File: src/rtl/audio_pkg.sv
// audio_pkg
//   Shared types and constants for the audio source arbiter.
//   arb_state_t : arbiter FSM state encoding
//   GAIN_BITS   : gain register width (0..256, 256 = unity)
//   gain_inc/gain_dec : saturating gain step helpers
package audio_pkg;

  typedef enum logic [1:0] {ST_IDLE, ST_RAMP_UP, ST_PLAY, ST_RAMP_DOWN} arb_state_t;

  localparam int GAIN_BITS = 9;
  localparam logic [GAIN_BITS-1:0] GAIN_UNITY = 9'd256;

  // Step is carried one bit wider so a full-scale step of 256 is representable.
  function automatic logic [GAIN_BITS-1:0] gain_inc(input logic [GAIN_BITS-1:0] g,
                                                    input logic [GAIN_BITS:0]   step);
    logic [GAIN_BITS:0] sum;
    sum = {1'b0, g} + step;
    return (sum >= {1'b0, GAIN_UNITY}) ? GAIN_UNITY : sum[GAIN_BITS-1:0];
  endfunction

  function automatic logic [GAIN_BITS-1:0] gain_dec(input logic [GAIN_BITS-1:0] g,
                                                    input logic [GAIN_BITS:0]   step);
    logic [GAIN_BITS:0] diff;
    diff = {1'b0, g} - step;
    return ({1'b0, g} > step) ? diff[GAIN_BITS-1:0] : '0;
  endfunction

endpackage

File: src/rtl/audio_gain_scaler.sv
// audio_gain_scaler
//   Scales one unsigned audio channel by a 9-bit gain (256 = unity), registered.
//   clk_audio : audio clock
//   reset_n   : synchronous active-low reset, clears the output
//   sample    : unsigned input sample
//   gain      : 0..256
//   scaled    : (sample * gain) >> 8, one cycle later
module audio_gain_scaler
  import audio_pkg::*;
#(
  parameter int CHANNEL_WIDTH = 15
) (
  input  logic                     clk_audio,
  input  logic                     reset_n,
  input  logic [CHANNEL_WIDTH-1:0] sample,
  input  logic [GAIN_BITS-1:0]     gain,
  output logic [CHANNEL_WIDTH-1:0] scaled
);

  logic [CHANNEL_WIDTH+GAIN_BITS-1:0] product;

  assign product = {{GAIN_BITS{1'b0}}, sample} * {{CHANNEL_WIDTH{1'b0}}, gain};

  // gain <= 256 keeps (product >> 8) within CHANNEL_WIDTH bits.
  always_ff @(posedge clk_audio) begin
    if (!reset_n) begin
      scaled <= '0;
    end else begin
      scaled <= CHANNEL_WIDTH'(product >> 8);
    end
  end

endmodule

File: src/rtl/audio_source_arbiter.sv
// audio_source_arbiter
//   Fixed-priority (index 0 highest) owner of the stereo path into the I2S
//   bridge. Ownership changes only through a gain ramp down to 0 and back up,
//   so switching sources or muting never pops.
//   clk_audio, reset_n         : clock, synchronous active-low reset
//   mute                       : ramp to silence and release the grant
//   src_req                    : level request per source
//   src_audio_l / src_audio_r  : packed samples, source i at [i*W +: W]
//   audio_l / audio_r          : scaled owner samples (registered)
//   grant                      : one-hot owner, zero when idle
//   busy                       : state != IDLE
//
//   state        | meaning
//   ST_IDLE      | gain 0, no owner, arbitrate when not muted
//   ST_RAMP_UP   | owner latched, gain rises one step per tick
//   ST_PLAY      | gain at unity
//   ST_RAMP_DOWN | gain falls to 0, then grant released; no reversal
module audio_source_arbiter
  import audio_pkg::*;
#(
  parameter int NUM_SOURCES   = 2,
  parameter int CHANNEL_WIDTH = 15,
  parameter int RAMP_DIV      = 256,
  parameter int GAIN_STEP     = 1
) (
  input  logic                                 clk_audio,
  input  logic                                 reset_n,
  input  logic                                 mute,
  input  logic [NUM_SOURCES-1:0]               src_req,
  input  logic [NUM_SOURCES*CHANNEL_WIDTH-1:0] src_audio_l,
  input  logic [NUM_SOURCES*CHANNEL_WIDTH-1:0] src_audio_r,
  output logic [CHANNEL_WIDTH-1:0]             audio_l,
  output logic [CHANNEL_WIDTH-1:0]             audio_r,
  output logic [NUM_SOURCES-1:0]               grant,
  output logic                                 busy
);

  localparam int OWN_W = (NUM_SOURCES > 1) ? $clog2(NUM_SOURCES) : 1;
  localparam int PRE_W = (RAMP_DIV > 1) ? $clog2(RAMP_DIV) : 1;
  localparam logic [GAIN_BITS:0] STEP     = (GAIN_BITS + 1)'(GAIN_STEP);
  localparam logic [PRE_W-1:0]   PRE_LAST = PRE_W'(RAMP_DIV - 1);

  arb_state_t             state, state_next;
  logic [GAIN_BITS-1:0]   gain, gain_next, gain_eff;
  logic [PRE_W-1:0]       pre, pre_next;
  logic [OWN_W-1:0]       owner, owner_next, best_idx;
  logic                   best_valid, tick, preempt, leave;
  logic [CHANNEL_WIDTH-1:0] mux_l, mux_r;

  // Lowest requesting index wins; scan high to low so the last hit is lowest.
  always_comb begin
    best_valid = 1'b0;
    best_idx   = '0;
    for (int i = NUM_SOURCES - 1; i >= 0; i--) begin
      if (src_req[i]) begin
        best_valid = 1'b1;
        best_idx   = OWN_W'(i);
      end
    end
  end

  assign tick    = (pre == PRE_LAST);
  assign preempt = best_valid && (best_idx < owner);
  assign leave   = mute || !src_req[owner] || preempt;

  always_ff @(posedge clk_audio) begin
    if (!reset_n) begin
      state <= ST_IDLE;
      gain  <= '0;
      pre   <= '0;
      owner <= '0;
    end else begin
      state <= state_next;
      gain  <= gain_next;
      pre   <= pre_next;
      owner <= owner_next;
    end
  end

  // A ramp step and a state change never share a prescaler count: every
  // transition clears it, so each ramp phase starts a full RAMP_DIV period.
  always_comb begin
    state_next = state;
    gain_next  = gain;
    pre_next   = pre;
    owner_next = owner;
    case (state)
      ST_IDLE: begin
        gain_next = '0;
        pre_next  = '0;
        if (!mute && best_valid) begin
          state_next = ST_RAMP_UP;
          owner_next = best_idx;
        end
      end
      ST_RAMP_UP: begin
        if (leave) begin
          state_next = ST_RAMP_DOWN;
          pre_next   = '0;
        end else if (tick) begin
          gain_next = gain_inc(gain, STEP);
          pre_next  = '0;
          if (gain_next == GAIN_UNITY) state_next = ST_PLAY;
        end else begin
          pre_next = pre + 1'b1;
        end
      end
      ST_PLAY: begin
        gain_next = GAIN_UNITY;
        pre_next  = '0;
        if (leave) state_next = ST_RAMP_DOWN;
      end
      ST_RAMP_DOWN: begin
        if (tick) begin
          gain_next = gain_dec(gain, STEP);
          pre_next  = '0;
          if (gain_next == '0) state_next = ST_IDLE;
        end else begin
          pre_next = pre + 1'b1;
        end
      end
      default: state_next = ST_IDLE;
    endcase
  end

  always_comb begin
    grant = '0;
    if (state != ST_IDLE) grant[owner] = 1'b1;
    busy     = (state != ST_IDLE);
    gain_eff = (state == ST_IDLE) ? '0 : gain;
    mux_l    = src_audio_l[owner*CHANNEL_WIDTH +: CHANNEL_WIDTH];
    mux_r    = src_audio_r[owner*CHANNEL_WIDTH +: CHANNEL_WIDTH];
  end

  audio_gain_scaler #(.CHANNEL_WIDTH(CHANNEL_WIDTH)) u_scale_l (
    .clk_audio (clk_audio),
    .reset_n   (reset_n),
    .sample    (mux_l),
    .gain      (gain_eff),
    .scaled    (audio_l)
  );

  audio_gain_scaler #(.CHANNEL_WIDTH(CHANNEL_WIDTH)) u_scale_r (
    .clk_audio (clk_audio),
    .reset_n   (reset_n),
    .sample    (mux_r),
    .gain      (gain_eff),
    .scaled    (audio_r)
  );

endmodule

File: config.mk
export PLATFORM = sky130hd
export DESIGN_NAME = audio_source_arbiter
export DESIGN_NICKNAME = d
export VERILOG_FILES = /design/src/rtl/audio_pkg.sv /design/src/rtl/audio_gain_scaler.sv /design/src/rtl/audio_source_arbiter.sv
export SDC_FILE = /design/constraint.sdc
export NUM_CORES = 1
export LEC_CHECK = 0
export ABC_AREA = 1
export BUFFER_PORTS_ARGS = -buffer_cell sky130_fd_sc_hd__buf_2
export CORE_ASPECT_RATIO = 1.2
export CORE_MARGIN = 1
export CORE_UTILIZATION = 56
export DETAILED_ROUTE_END_ITERATION = 10
export PLACE_DENSITY = 0.79
export SYNTH_ARGS = -nofsm -noshare
export SYNTH_HDL_FRONTEND = slang
export SYNTH_SLANG_ARGS = --single-unit
File: constraint.sdc
create_clock -name clk_audio -period 4.55 [get_ports clk_audio]
set_input_delay 0.2275 -clock clk_audio [delete_from_list [all_inputs] [get_ports clk_audio]]
set_output_delay 0.2275 -clock clk_audio [all_outputs]
set_load 0.1 [all_outputs]
# Yosys cells after proc, flatten, opt, wreduce, memory -nomap -nowiden

Index checks and enable logic that the tools add are counted.

$add $sub $neg: 3
Multiply operators: 3
Magnitude comparators: 5
Equal/unequal tests: 13
Shift operators: 2
Muxes and demuxes: 26
Reductions and logical operators: 14

Operators with widths:

| operator                                                           | number |
|---|---|
| variable part select 30 x 6 -> 15 bit                              | 2 |
| two-way mux 9 bit                                                  | 6 |
| multiplier 15 x 9 -> 23 bit                                        | 2 |
| one-hot mux 9 bit (4 select lines)                                 | 1 |
| one-hot mux 8 bit (3 select lines)                                 | 1 |
| two-way mux 2 bit                                                  | 8 |
| two-way mux 8 bit                                                  | 2 |
| inequality test 2 bit, second input constant                       | 6 |
| adder 9 x 1 -> 10 bit, second input constant                       | 1 |
| greater-or-equal comparator 10 x 9 -> 1 bit, second input constant | 1 |
| equality test 9 bit, second input constant                         | 1 |
| greater-than comparator 9 x 1 -> 1 bit, second input constant      | 1 |
| logical NOT 9 bit                                                  | 1 |
| subtractor 9 x 1 -> 9 bit, second input constant                   | 1 |
| adder 8 x 1 -> 8 bit, second input constant                        | 1 |
| equality test 8 bit, second input constant                         | 1 |
| one-hot mux 2 bit (4 select lines)                                 | 1 |
| two-way mux 1 bit                                                  | 6 |
| inequality test 3 bit, second input constant                       | 2 |
| AND reduction 6 bit                                                | 1 |
| multiplier 1 x 4 -> 5 bit, second input constant                   | 1 |
| equality test 2 bit, second input constant                         | 2 |
| logical AND 1 bit                                                  | 3 |
| AND reduction 3 bit                                                | 1 |
| 11 further kinds                                                   | 13 |

Register bits: 50
Input bits: 65

# Depth between registers and ports, before layout

Gate-level depths: netlist of the first run.

Depth in word-level cells: 8
Gate-level depth with buffers: 30

# Hierarchy

Synthesis of the first run repeated with hierarchy kept, for this count alone.

Cells, all modules: 1656
Area total of the unflattened synthesis: 11250.8 um2

By module, submodules not included:

| module                        | instances | cells each | area an instance (um2) | sequential area each (um2) |
|---|---|---|---|---|
| audio_gain_scaler (u_scale_r) | 1         | 663        | 4713.3                 | 300.3 |
| audio_gain_scaler (u_scale_l) | 1         | 657        | 4684.5                 | 300.3 |
| audio_source_arbiter          | 1         | 336        | 1853.0                 | 400.4 |

# Worst setup path before layout of the first run

OpenSTA, ideal clock, no wires.

Path type: reg2reg
Start: register state[0]
End: register u_scale_r.scaled[14]
Arrival time: 4.950 ns
Data required time: 4.435 ns
Setup slack: -0.515 ns
Stages on the path, launching flop included: 27
Path buffers: 4
Cell sequence: dfxtp_1 > inv_1 > ha_1 > buf_2 > buf_2 > nor2_1 > clkbuf_1 > buf_2 > nand2_1 > fa_1 > inv_1 > fa_1 > inv_1 > fa_1 > inv_1 > fa_1 > ha_1 > a21oi_1 > nor2_1 > nor2_1 > nor2_1 > nor2_1 > nor2_1 > nor3_1 > nand3_1 > nand2_1 > nor2_1

Word-level cells in the longest chain between the ends: 3

Ends and longest elaborated chain:

| what                        | RTL line                    | source |
|---|---|---|
| start: declaration          | audio_source_arbiter.sv:43  | `arb_state_t state, state_next;` |
| start signal: assignment    | audio_source_arbiter.sv:73  | `state <= state_next;` |
| logical NOT 2 bit           | audio_source_arbiter.sv:130 | `gain_eff = (state == ST_IDLE) ? '0 : gain;` |
| two-way mux 9 bit           | audio_source_arbiter.sv:130 |  |
| multiplier 15 x 9 -> 23 bit | audio_gain_scaler.sv:22     | `assign product = {{GAIN_BITS{1'b0}}, sample} * {{CHANNEL_WIDTH{1'b0}}, gain};` |
| end signal: assignment      | audio_gain_scaler.sv:29     | `scaled <= CHANNEL_WIDTH'(product >> 8);` |
| end: declaration            | audio_gain_scaler.sv:17     | `output logic [CHANNEL_WIDTH-1:0] scaled` |

Every way passes these cells.
A chain may end at the register's enable or synchronous reset.

# Worst setup path after layout of the first run

Start: register state[1]
End: register u_scale_r.scaled[10]

Same word-level chain as after synthesis.

==> results of run 1 <==
==> cells in the mapped netlist (4+ instances only) <==
library cell,instances
a21oi_1,74
buf_2,11
clkbuf_1,21
dfxtp_1,50
fa_1,180
ha_1,84
inv_1,332
inv_2,12
nand2_1,292
nand2_2,14
nand3_1,45
nand3b_1,4
nand4_1,15
nor2_1,241
nor2_2,4
nor2_4,5
nor3_1,10
nor4_1,5
o21a_1,10
o21ai_0,51
o21ai_2,4
o21bai_1,6
or2_2,4
xnor2_1,6
xor2_1,15
==> metrics by stage <==
step,area (sq um),setup TNS (ns),worst slack [ns]
global route,15500,-18.18,-0.895
CTS,14600,-2.55,-0.201
floorplan,11300,-0.104,-0.100
global placement,13500,-3.75,-0.318
detailed placement,13500,-4.39,-0.329
finish,15500,-9.55,-0.529
==> per-layer routing <==
layer | global-route usage, % | share of wire (%)
met1 | 39.8 | 32
met2 | 64.3 | 48
met3 | 7.05 | 11
met4 | 28.0 | 9.2
met5 | 0 | 0.071
==> worst min path at each step <==
stage | end | cells past startpoint | slack, ns | startpoint
global route | state[0] | 3 | 0.44 | reset_n
finish | state[0] | 3 | 0.43 | reset_n
detailed placement | pre[0] | 1 | 0.44 | pre[0]
global placement | pre[0] | 1 | 0.43 | pre[0]
floorplan | u_scale_r.scaled[3] | 2 | 0.37 | reset_n
CTS | state[0] | 3 | 0.39 | reset_n
==> sequential cells by signal (all words and copies together) (netlist names) <==
name              cells
u_scale_r.scaled     15
u_scale_l.scaled     15
owner                 1
state                 2
gain                  9
pre                   8
==> power by group through the flow <==
stage / sequential [mW] / clock [mW] / combinational (mW)
finish: 0.485 / 0.395 / 1.82
global route: 0.489 / 0.413 / 1.94
CTS: 0.485 / 0.405 / 1.67
detailed placement: 0.494 / 0 / 1.51
global placement: 0.492 / 0 / 1.49
floorplan: 0.573 / 0 / 0.903
==> area by class of cell <==
class	count	area share, %
Timing Repair Buffer	354	18.3
Sequential cell	50	6.52
Multi-Input combinational cell	1091	63.5
Clock buffer	5	0.809
Timing Repair inverter	2	0.146
Tap cell	256	2.07
Inverter	347	8.57
Clock inverter	2	0.0890
==> cells by family (layout without fill, tap and decap cells) <==
family / count (synthesis) / count (layout) / synth area share [%]
AO/OA/AOI/OAI: 160 / 160 / 8.34
XOR/XNOR: 21 / 21 / 1.68
adder cells (fa/ha/maj): 264 / 264 / 42.6
buffers and inverters: 384 / 710 / 13.6
flip-flops: 50 / 50 / 9.16
AND/OR/NAND/NOR: 646 / 646 / 24.6
==> worst max-delay path, delay by kind of cell, from the launching register on <==
family	cells	cell delay, ns
and+or+nand+nor	8	1.29
AOI/OAI and AO/OA	2	0.19
DFF	1	0.34
adders and majority gates	6	2.52
buffers and inverters	7	0.67
==> timing repair <==
item,4_1_cts,5_1_grt
setup endpoints to repair,29,30
hold endpoints to repair,0,0
pin swaps,114,99
buffers inserted,35,23
gates resized for setup,199,171
gates cloned,2,2
==> summary.md, run 1 <==
| Metric | Value |
|---|---|
| Placed Cells | `2,041` |
| Die H | `155 um` |
| Layout area overhead | `41.5%` |
| P_leak | `8.10 nW` |
| CTS hold repair buffers | `0` |
| CP startpoint | `state[1]` |
| #FFs+latches synth | `50` |
| Worst EP arrival | `5.33 ns` |
| Status | `complete, but fails checks` |
| Vias in the first global route | `11,900` |
| Final Hold Slack | `0.426 ns` |
| Most common cell after layout, fill and taps aside | `inv_1` |
| Logic pwr share | `67.5%` |
| H-tree Lvls | `2` |
| Finish-stage setup viols | `30` |
| Cell Area, Synth | `0.0109 sq mm` |
| Sequential share of the synthesized area | `9.16%` |
| First-pass GRT wire length | `57,000 um` |
| Post-synth cell types | `41` |
| Cell Pwr Density | `175 mW/mm^2` |
| Final Util | `81.4%` |
| Clock Skews | `0.00917 ns` |
| Post-DR vias/cell | `5.67` |
| Clock power frac | `14.6%` |
| Maximum vdd drop | `0.184 mV` |
| Total power | `2.70 mW` |
| Synth warnings | `0` |
| Fillers | `1,116` |
| Cells after Synth | `1,525` |
| Area of the multi-input gates | `0.00981 sq mm` |
| Total global-route track usage | `37.1%` |
| Seq. cell area | `0.00101 sq mm` |
| DP HPWL | `26,300 um` |
| Sequential share of power | `17.9%` |
| ANT nets after route | `0` |
| Final Max Tran Viols | `0` |
| Initial Util | `57.5%` |
| Post-synth top area share | `33.0%` |
| R2R cell count | `23` |
| Root Buffer | `clkbuf_16` |
| PnR worst setup slack | `-0.529 ns` |
| Post-Syn Nets | `1,854` |
| Row cnt | `55` |
| Fin cells | `2,107` |
| Sink Count | `50` |
| PortBufs | `97` |
| Syn avg cell area | `7.16 sq um` |
| Worst-skew pair later-pin latency | `0.31 ns` |
| Largest area contributor in the netlist | `fa_1` |
| Final Routed Wirelength | `40,800 um` |
| Max clock buf depth | `2` |
| Total of max-cap violations | `0` |
| Total die area | `0.0201 sq mm` |
| RSZ-0062 raised after global routing | `yes` |
| Period Utilization, post-route | `112%` |
| Post-synth EDFFs | `0` |
| CP max stage cell | `fa_1` |
| Crit Path Max Fanout | `5` |
| FF-to-FF End | `u_scale_r.scaled[10]` |
| Share of cells above drive strength 1 | `38.2%` |
| Reg2reg start | `state[1]` |
| Initial antenna violation count | `0` |
| Total CTS buffers | `5` |
| Top FF cell, synth | `dfxtp_1` |
| CP Cell Sequence | `inv_2 > ha_4 > buf_12 > nor2_4 > buf_12 > clkinv_8 > nor2_1 > fa_1 > fa_1 > fa_1 > inv_2 > fa_1 > inv_2 > ha_4 > nand2_2 > buf_6 > nor4_4 > nand2_1 > nand2_1 > nand2_1 > nand2_1 > o21ai_1 > a21oi_1` |
| Setup crit end | `u_scale_r.scaled[10]` |
| Pin count of the biggest net entering global routing | `25` |
| Initial DRC count | `1,056` |
| Rel. slew slack | `35.2%` |
| Critical Path RT | `4.80 ns` |
| Peak Freq | `197 MHz` |
| Worst setup EP type | `flop` |
| Count of final hold-check violations | `0` |
| Crit Path Class | `flop to flop` |
| P_int | `1.33 mW` |
| Die width | `129 um` |
| First drt pass iteration count | `6` |
| Slew @ Worst Pin | `0.972 ns` |
| Min Tclk post-route | `5.08 ns` |
| TritonCTS clock tree | `yes` |
| DRC errors left | `0` |
| FF-to-FF setup slack | `-0.53 ns` |
| Routed wire per std cell | `19.4 um` |
| CP peak stage delay | `0.56 ns` |
| Layout Nets | `2,180` |
| Async S/R FF share, synth | `0%` |
| CTS clk-pin slew, worst paths | `0.07 ns` |
| Core ar. | `0.0190 sq mm` |
| Failing checks | `setup timing` |
| Synth top area cells | `fa_1, inv_1, nand2_1` |
| Worst setup SP type | `flop` |
| Most frequent cells in the layout | `inv_1, nand2_1, buf_4, fa_1, nor2_1` |
| Via count | `11,900` |
| # diodes | `0` |
| Grt total ovfl | `0` |
| Hold Path Class | `input pin to flop` |
| Num ports | `98` |
| Switching part of the total | `50.9%` |
| RD Place Congestion | `1.05` |
| Switch Pwr | `1.38 mW` |
(Power assumes the default switching activity.)
==> run 2: changes to the inputs <==
--- a/config.mk
+++ b/config.mk
@@ -5,12 +5,13 @@
 export SDC_FILE = /design/constraint.sdc
 export NUM_CORES = 1
 export LEC_CHECK = 0
-export ABC_AREA = 1
 export BUFFER_PORTS_ARGS = -buffer_cell sky130_fd_sc_hd__buf_2
 export CORE_ASPECT_RATIO = 1.2
 export CORE_MARGIN = 1
 export CORE_UTILIZATION = 56
+export CTS_BUF_LIST = sky130_fd_sc_hd__clkbuf_4
 export DETAILED_ROUTE_END_ITERATION = 10
+export MAX_ROUTING_LAYER = met4
 export PLACE_DENSITY = 0.79
 export SYNTH_ARGS = -nofsm -noshare
 export SYNTH_HDL_FRONTEND = slang
==> summary.md, run 2 <==
| Metric | Value |
|---|---|
| Placement Setup Slack | `-0.402 ns (was -0.329 ns)` |
| Initial Util | `57.1% (was 57.5%)` |
| Peak Freq | `199 MHz (was 197 MHz)` |
| Post-synth top area share | `33.5% (was 33.0%)` |
| Most frequent cells after synthesis | `inv_1, nor2_1, fa_1 (was inv_1, nand2_1, nor2_1)` |
| Maximum vdd drop | `0.258 mV (was 0.184 mV)` |
| Compound-gate portion of the synthesized area | `9.53% (was 8.34%)` |
| TritonCTS clock tree | `yes (unchanged)` |
| Core ar. | `0.0189 sq mm (was 0.0190 sq mm)` |
| Row cnt | `55 (unchanged)` |
| Top FF cell, synth | `dfxtp_1 (unchanged)` |
| DRC errors left | `0 (unchanged)` |
| RSZ-0062 raised after global routing | `yes (unchanged)` |
| Final Routed Wirelength | `32,100 um (was 40,800 um)` |
| Post-route cell area | `0.0143 sq mm (was 0.0155 sq mm)` |
| Most frequent cells in the layout | `inv_1, buf_4, nor2_1, fa_1, nand2_1 (was inv_1, nand2_1, buf_4, fa_1, nor2_1)` |
| Total die area | `0.0198 sq mm (was 0.0201 sq mm)` |
| XOR/XNOR share of the synthesized area | `2.03% (was 1.68%)` |
| PnR worst setup slack | `-0.468 ns (was -0.529 ns)` |
| Post-Syn Nets | `1,625 (was 1,854)` |
| Hold path cells | `2 (was 3)` |
| Fillers | `1,247 (was 1,116)` |
| First-pass GRT wire length | `50,700 um (was 57,000 um)` |
| CTS hold repair buffers | `0 (unchanged)` |
| Clock Skews | `0.0416 ns (was 0.00917 ns)` |
| Worst-skew pair later-pin latency | `0.45 ns (was 0.31 ns)` |
| Worst setup SP type | `flop (unchanged)` |
| Most common cell after layout, fill and taps aside | `inv_1 (unchanged)` |
| Crit Path Max Fanout | `8 (was 5)` |
| Largest family of logic cells by synthesized area | `adder cells (unchanged)` |
| Worst setup EP type | `flop (unchanged)` |
| First drt pass iteration count | `7 (was 6)` |
| CTS clk-pin slew, worst paths | `0.21 ns (was 0.07 ns)` |
| Rel. slew slack | `20.5% (was 35.2%)` |
| R2R cell count | `16 (was 23)` |
| Count of final hold-check violations | `0 (unchanged)` |
| Die H | `154 um (was 155 um)` |
| Synth top area cells | `fa_1, ha_1, dfxtp_1 (was fa_1, inv_1, nand2_1)` |
| Post-DR vias/cell | `5.65 (was 5.67)` |
| Post-synth EDFFs | `0 (unchanged)` |
| Root Buffer | `clkbuf_4 (was clkbuf_16)` |
| RD Place Congestion | `0.937 (was 1.05)` |
| Layout Nets | `1,905 (was 2,180)` |
| DP Area | `0.0133 sq mm (was 0.0135 sq mm)` |
| Slew @ Worst Pin | `1.18 ns (was 0.972 ns)` |
| P_leak | `7.10 nW (was 8.10 nW)` |
| Failing checks | `setup timing (unchanged)` |
| Synth warnings | `0 (unchanged)` |
| H-tree Lvls | `2 (unchanged)` |
| Pin count of the biggest net entering global routing | `32 (was 25)` |
| Largest area contributor in the netlist | `fa_1 (unchanged)` |
| Initial antenna violation count | `1 (was 0)` |
| Total power | `2.12 mW (was 2.70 mW)` |
| Cells after Synth | `1,296 (was 1,525)` |
| Simple-gate share of the synthesized area | `19.4% (was 24.6%)` |
| Status | `complete, but fails checks (unchanged)` |
| Period Utilization, post-route | `110% (was 112%)` |
| ANT nets after route | `0 (unchanged)` |
| Max clock buf depth | `2 (unchanged)` |
| Sequential share of the synthesized area | `9.30% (was 9.16%)` |
| Most common cell in the netlist | `inv_1 (unchanged)` |
| Total of max-cap violations | `0 (unchanged)` |
| Routed wire per std cell | `17.5 um (was 19.4 um)` |
| Via count | `10,400 (was 11,900)` |
| Finish-stage setup viols | `28 (was 30)` |
| Share of cells above drive strength 1 | `32.4% (was 38.2%)` |
| Vias in the first global route | `10,800 (was 11,900)` |
| CP max stage cell | `fa_1 (unchanged)` |
| Largest regs | `u_scale_l.scaled x15, u_scale_r.scaled x15, gain x9 (unchanged)` |
| Syn avg cell area | `8.30 sq um (was 7.16 sq um)` |
| Post-synth cell types | `78 (was 41)` |
| Final Max Tran Viols | `0 (unchanged)` |
| FF-to-FF setup slack | `-0.47 ns (was -0.53 ns)` |
| Seq. cell area | `0.00101 sq mm (unchanged)` |
| CP peak stage delay | `0.58 ns (was 0.56 ns)` |
| Cell Pwr Density | `148 mW/mm^2 (was 175 mW/mm^2)` |
| Num ports | `98 (unchanged)` |
| Min Tclk post-route | `5.02 ns (was 5.08 ns)` |
| Crit Path Class | `flop to flop (unchanged)` |
| Die width | `129 um (about the same)` |
| #FFs+latches synth | `50 (unchanged)` |
| Cell Area, Synth | `0.0108 sq mm (was 0.0109 sq mm)` |
| Async S/R FF share, synth | `0% (unchanged)` |
| Area of the multi-input gates | `0.00959 sq mm (was 0.00981 sq mm)` |
| Sink Count | `50 (unchanged)` |
| Critical Path RT | `4.93 ns (was 4.80 ns)` |
| Worst path most repeated cell | `fa_1` |
| Layout area overhead | `33.1% (was 41.5%)` |
| Initial DRC count | `799 (was 1,056)` |
| Grt total ovfl | `0 (unchanged)` |
| Mux cell area share after synthesis | `6.46% (was 0%)` |
| Worst EP arrival | `5.40 ns (was 5.33 ns)` |
| DP HPWL | `24,500 um (was 26,300 um)` |
| Total CTS buffers | `5 (unchanged)` |
| Total global-route track usage | `33.9% (was 37.1%)` |
| CP Cell Sequence | `buf_12 > buf_12 > mux2i_4 > nor2_2 > fa_1 > fa_1 > fa_1 > inv_1 > fa_1 > inv_1 > ha_4 > nand3_1 > or4_4 > a31oi_4 > nor3_1 > nor3b_1 (was inv_2 > ha_4 > buf_12 > nor2_4 > buf_12 > clkinv_8 > nor2_1 > fa_1 > fa_1 > fa_1 > inv_2 > fa_1 > inv_2 > ha_4 > nand2_2 > buf_6 > nor4_4 > nand2_1 > nand2_1 > nand2_1 > nand2_1 > o21ai_1 > a21oi_1)` |
| Hold Path Class | `input pin to flop (unchanged)` |
| PortBufs | `97 (unchanged)` |
| Synth Area in Adders | `43.2% (was 42.6%)` |
run 2: metrics by stage:
step           instances  utilization (%)  TNS, ns  hold WS [ns]
6_report            1834             76.0    -7.93        0.0375
5_1_grt             1834             76.0   -12.61        0.0367
4_1_cts             1824             74.8    -4.59       0.00844
3_5_place_dp        1785             70.5    -7.82         0.451
3_3_place_gp        1785             70.5    -5.23         0.445
2_1_floorplan       1296                -    -2.91         0.336
run 2: final cells by class:
cell class | instances | area share (%)
tap | 256 | 2.24
antenna | 1 | 0.0175
sequential | 50 | 7.03
clock inverter | 3 | 0.314
inverter | 229 | 6.18
multi-input combinational | 965 | 67.0
timing repair buffer | 325 | 17.0
clock buffer | 5 | 0.262
run 2: kinds of logic after synthesis:
| kind of cell | count (synthesis) |
|---|---|
| AO/OA/AOI/OAI | 138 |
| XOR/XNOR | 25 |
| AND/OR/NAND/NOR | 472 |
| multiplexers | 66 |
| buffers and inverters | 281 |
| flip-flops | 50 |
| adder cells (fa/ha/maj) | 264 |
run 2: worst paths after layout:
check                   endpoint  startpoint
max reg2reg  u_scale_l.scaled[9]       owner
max          u_scale_l.scaled[9]       owner
min                        owner  src_req[0]
min reg2reg               pre[0]      pre[0]
run 2: critical path: cells and delay by family (launching register included):
| kind | cells | cell delay (ns) |
|---|---|---|
| flip-flops | 1 | 0.41 |
| adder cells (fa/ha/maj) | 5 | 2.44 |
| AND/OR/NAND/NOR | 5 | 1.03 |
| multiplexers | 1 | 0.42 |
| AO/OA/AOI/OAI | 1 | 0.19 |
| buffers and inverters | 4 | 0.44 |
run 2: timing repair:
item                       in CTS  in global routing
buffers inserted               30                  9
cloned                          1                  0
pin swaps                      29                 21
resized for setup              93                 30
setup endpoints to repair      28                 30
run 2: per-layer routing:
metal	vias up	GRT usage (%)	share of wire [%]	wire [um]
li1	4697	-	-	-
met1	5082	40.2	38	12100
met2	484	55.6	49	15800
met3	108	3.93	7.3	2330
met4	0	19.2	5.5	1760
met5	-	-	0	0
run 2: power breakdown:
group | total (mW) | internal (mW) | switching, mW | leakage [nW]
Combinational | 1.35 | 0.567 | 0.778 | 6.66
Clock | 0.303 | 0.115 | 0.188 | 0.0374
Sequential | 0.469 | 0.458 | 0.0114 | 0.405
Total | 2.12 | 1.14 | 0.978 | 7.10
